<file path="src/rtl/toy_scan_mem.sv">
// toy_scan_mem: small CPU data/program memory with a bit-serial scan path.
// Scan mode shifts a new image in MSB-first while streaming the old contents out.
module toy_scan_mem #(
  parameter int AW = 4,
  parameter int DW = 8
) (
  input  logic          clk,
  input  logic          rst,
  input  logic          scan_en,
  input  logic          scan_in,
  output logic          scan_out,
  output logic          scan_wrap,
  input  logic [AW-1:0] addr,
  input  logic [DW-1:0] wdata,
  input  logic          we,
  output logic [DW-1:0] rdata
);

  localparam int DEPTH = 2 ** AW;
  localparam int CW    = (DW > 2) ? $clog2(DW) : 1;

  logic [DW-1:0] r_mem [DEPTH];
  logic [DW-1:0] r_sr;
  logic [CW-1:0] r_bit_cnt;
  logic [AW-1:0] r_ptr;
  logic          r_scan_out;
  logic          r_scan_wrap;

  logic [DW-1:0] w_cur_word;
  logic [DW-1:0] w_shift_src;
  logic [DW-1:0] w_sr_next;
  logic          w_slot_last;
  logic          w_ptr_last;

  // The first bit of a slot shifts out of the memory word itself, later bits out of sr.
  assign w_cur_word  = r_mem[r_ptr];
  assign w_shift_src = (r_bit_cnt == '0) ? w_cur_word : r_sr;
  assign w_sr_next   = {w_shift_src[DW-2:0], scan_in};
  assign w_slot_last = (r_bit_cnt == CW'(DW - 1));
  assign w_ptr_last  = (r_ptr == {AW{1'b1}});

  always_ff @(posedge clk) begin
    if (rst) begin
      for (int i = 0; i < DEPTH; i++) begin
        r_mem[i] <= '0;
      end
    end else if (scan_en) begin
      if (w_slot_last) begin
        r_mem[r_ptr] <= w_sr_next;
      end
    end else if (we) begin
      r_mem[addr] <= wdata;
    end
  end

  always_ff @(posedge clk) begin
    if (rst) begin
      r_sr        <= '0;
      r_bit_cnt   <= '0;
      r_ptr       <= '0;
      r_scan_out  <= 1'b0;
      r_scan_wrap <= 1'b0;
    end else if (scan_en) begin
      r_sr       <= w_sr_next;
      r_scan_out <= w_shift_src[DW-1];
      if (w_slot_last) begin
        r_bit_cnt   <= '0;
        r_ptr       <= r_ptr + AW'(1);
        r_scan_wrap <= w_ptr_last;
      end else begin
        r_bit_cnt   <= r_bit_cnt + CW'(1);
        r_scan_wrap <= 1'b0;
      end
    end else begin
      // Leaving scan mode drops any partial word; the next session restarts at word 0.
      r_bit_cnt   <= '0;
      r_ptr       <= '0;
      r_scan_wrap <= 1'b0;
    end
  end

  assign rdata     = r_mem[addr];
  assign scan_out  = r_scan_out;
  assign scan_wrap = r_scan_wrap;

endmodule

</file>
<file path="config.mk">
export PLATFORM = sky130hd
export DESIGN_NAME = toy_scan_mem
export DESIGN_NICKNAME = d
export VERILOG_FILES = /design/src/rtl/toy_scan_mem.sv
export SDC_FILE = /design/constraint.sdc
export NUM_CORES = 1
export LEC_CHECK = 0
export BUFFER_PORTS_ARGS = -buffer_cell sky130_fd_sc_hd__buf_2
export CORE_AREA = 10 10 158 160
export DETAILED_ROUTE_END_ITERATION = 12
export DIE_AREA = 0 0 168 170
export PLACE_DENSITY = 0.59
export SLEW_MARGIN = 20
export SYNTH_ARGS = -nofsm -noshare
export SYNTH_HDL_FRONTEND = slang
export SYNTH_SLANG_ARGS = --single-unit
</file>
<file path="constraint.sdc">
create_clock -name clk -period 2.8 [get_ports clk]
set_input_delay 0.42 -clock clk [delete_from_list [all_inputs] [get_ports clk]]
set_output_delay 0.42 -clock clk [all_outputs]
set_load 0.02 [all_outputs]
</file>
==> impl_metrics.tcl <==
set metrics [dict create \
    status "complete, no violations" \
    hold_buffers 0 \
    start_util_pct 36.68 \
    fillers 1947 \
    grt_pass1_vias 5498 \
    root_buffer "clkbuf_16" \
    cts_setup_buffers 0 \
    gp_congestion 0.8598 \
    synth_fa_ha_area_share_pct 0.6291 \
    syn_inst 591 \
    syn_avg_cell_area_um2 13.46 \
    grt_pass1_wl_um 34060 \
    maxCapViolations 0 \
    wl_um 22590 \
    firstDrtPassIters 5 \
    maxSlewHeadroom_pct 22.00 \
    n_antenna_cell 0 \
    clock.fmax_mhz 385.6 \
    tightest_slew_ns 1.166 \
    worstHoldStart "scan_in" \
    ant_nets 0 \
    yosysSeqAreaShare_pct 53.60 \
    grtUsageTotal_pct 15.97 \
    clk_pin_slew_ns 0.06 \
    h-tree-depth 4 \
    grt_antenna_before_repair 0 \
    path_class "input port to primary output" \
    clk_latency_ns 0.43 \
    netlist_top_cells_area "edfxtp_1 (48%), mux4_2 (12%), mux2i_1 (8.3%)" \
    finalSetupViolations 0 \
    synth_top_family_by_area "multiplexers" \
    io_buffers 26 \
    cts_buffer_depth 2 \
    dr.max_layer_used "met4" \
    drt_first_iter_violations 415 \
    design_area_um2 9176 \
    yosys-mux-area-fraction_pct 20.76 \
    p_leak_nw 3.103 \
    nets 662 \
    syn_nets 612 \
    placed_area_um2 8556 \
    grt_max_degree 36 \
    crit_chain "buf_2 > buf_4 > mux4_2 > mux4_2 > buf_2" \
    cp_slowest_cell "mux4_2" \
    slew_violations 0 \
    dr_total_vias 5224 \
    synth_top_area_cell "edfxtp_1" \
    place_hpwl_um 16210 \
    synth_compound_area_share_pct 6.559 \
    whs_path_depth 3 \
    vias_per_cell 5.593 \
    dr_wl_met2_um 11300 \
    remaining_drc_errors 0 \
    period_needed_ns 2.593 \
    cts_sinks 149 \
    crit_path_start_kind "input port" \
    worstPathMaxFanout 7 \
    drive_above_1_share_pct 32.26 \
    die_h_um 170 \
    syn_to_final_growth_pct 15.35 \
    critical_path_depth 5 \
    reg2reg_depth 5 \
    required_ns 2.38 \
    cts_tree "done" \
    critPathLaunch "addr[0]" \
    post-route-period-util_pct 92.62 \
    synth_cell_types 37 \
    overflow 0 \
    ir_drop_mv 0.4587 \
    rows 54 \
    path_buf_inv 3 \
    cts-resized-gates 0 \
    finalSetupTns_ns 0 \
    synth_top_area_share_pct 48.32 \
    dr_wl_met3_um 1423 \
    yosys_warnings 0 \
    holdCritPathClass "input port to flip-flop" \
    synth_xor_area_share_pct 0.3303 \
    io_pins 27 \
    final.setup_skew_ns 0.01571 \
    cpPeakStageDelay_ns 0.55 \
    synth_area_um2 7955 \
    wl_per_cell_um 24.19 \
    hold_violations 0 \
    ys_seq_elements 149 \
    end_kind "primary output" \
    cp_data_arrival_time_ns 2.17 \
    drt-met1-wl_um 9104 \
    power_density_nw_per_um2 597.3 \
    dieArea_um2 28560 \
    synth-simple-area-share_pct 13.64 \
    coreArea_um2 21690 \
    rsz0062_at_grt "no" \
    path_delay_family "multiplexers" \
    die_w_um 168 \
    cts_made_buffers 17 \
]
-- placed cells by master (no fill, tap or decap), types with 2 or more instances in the layout --
cell type,n
a21oi_1,15
a22oi_1,24
a22oi_2,4
and2_1,3
buf_12,5
buf_2,26
buf_4,48
bufinv_16,4
clkbuf_1,5
clkbuf_16,17
clkbuf_8,2
clkinvlp_4,2
dfxtp_1,20
edfxtp_1,128
ha_1,4
inv_1,2
mux2i_1,66
mux4_2,44
nand2_1,17
nand2_2,8
nand2b_1,18
nand3b_1,2
nand4_1,2
nor2_1,114
nor2_2,24
nor2_4,7
nor2b_1,7
nor3b_1,2
o41a_4,6
o41ai_1,7
or3b_2,8
xor2_1,2
-- area by class of cell --
type | instances | area (um2) | area share (%)
Sequential cell | 149 | 4268 | 46.51
Inverter | 2 | 7.507 | 0.08181
Clock buffer | 24 | 471.7 | 5.140
Timing Repair Buffer | 79 | 590.6 | 6.436
Multi-Input combinational cell | 392 | 3339 | 36.39
Clock inverter | 8 | 148.9 | 1.623
Tap cell | 280 | 350.3 | 3.818
-- power breakdown --
part           total (mW)  switching (mW)  internal (mW)
Clock                2.41           0.873           1.54
Combinational       0.537           0.324          0.213
Sequential           2.53          0.0455           2.49
Total                5.48            1.24           4.24
-- through the flow --
stage	hold slack [ns]	setup WS [ns]	instances	util, %	power, mW
after global routing	0.2651	0.1139	934	42.31	5.662
after CTS	0.2438	0.1984	934	42.31	5.508
after floorplan	0.4270	0.3513	591	-	2.931
final	0.2497	0.2065	934	42.31	5.481
after detailed placement	0.4525	0.2096	902	39.45	3.112
after global placement	0.4392	0.1895	902	39.45	3.103
-- worst min-delay path, stage by stage --
cell	delay, ns
buf_2	0.09
mux2i_1	0.06
nor2_1	0.07
-- synthesized netlist by cell type --
| cell | n |
|---|---|
| a22oi_2 | 4 |
| buf_6 | 12 |
| a211oi_1 | 1 |
| nor2b_1 | 7 |
| nor3b_1 | 3 |
| and2_4 | 1 |
| a22oi_1 | 24 |
| nand2b_1 | 18 |
| edfxtp_1 | 128 |
| xnor2_1 | 1 |
| buf_2 | 9 |
| dfxtp_1 | 21 |
| nor3_1 | 1 |
| nor2_4 | 7 |
| inv_1 | 2 |
| mux4_2 | 44 |
| nand2_2 | 8 |
| a21oi_2 | 1 |
| and2_1 | 3 |
| nand3_1 | 1 |
| mux2i_1 | 66 |
| or3b_2 | 8 |
| xor2_1 | 2 |
| nand2_1 | 17 |
| buf_12 | 3 |
| buf_8 | 1 |
| o41a_1 | 1 |
| nor2_2 | 24 |
| nand3b_1 | 2 |
| nand4_1 | 2 |
| o41a_4 | 6 |
| ha_1 | 4 |
| nor2_1 | 114 |
| o41ai_1 | 7 |
| a21oi_1 | 15 |
| clkbuf_1 | 21 |
| buf_4 | 2 |
-- routing by layer --
metal	global-route usage [%]	up-vias
li1	-	2310
met1	19.40	2669
met2	26.53	203
met3	3.640	42
met4	7.267	0
met5	0	-
-- sequential cells by signal (all words and copies together), names as in the netlist, named ones only --
register,cells
r_mem,128
r_sr,8
r_ptr,4
r_bit_cnt,3
scan_out,1
scan_wrap,1
-- path summary, 6_finish.rpt --
kind	endpoint	slack, ns
setup / recovery	rdata[6]	0.21
hold / removal	r_sr[0]$_SDFFE_PP0P_	0.25
setup reg to reg	r_mem[13][6]$_SDFFCE_PN0P_	0.23
hold reg to reg	r_bit_cnt[0]$_SDFF_PP0_	0.46
-- logic make-up (layout without fill, tap and decap cells) --
family                   count (synthesis)  count (layout)
flip-flops                             149             149
multiplexers                           110             110
buffers and inverters                   50             113
XOR/XNOR                                 3               3
AND/OR/NAND/NOR                        216             216
AO/OA/AOI/OAI                           59              59
adder cells (fa/ha/maj)                  4               4
Power figures use the tool's default switching activity.
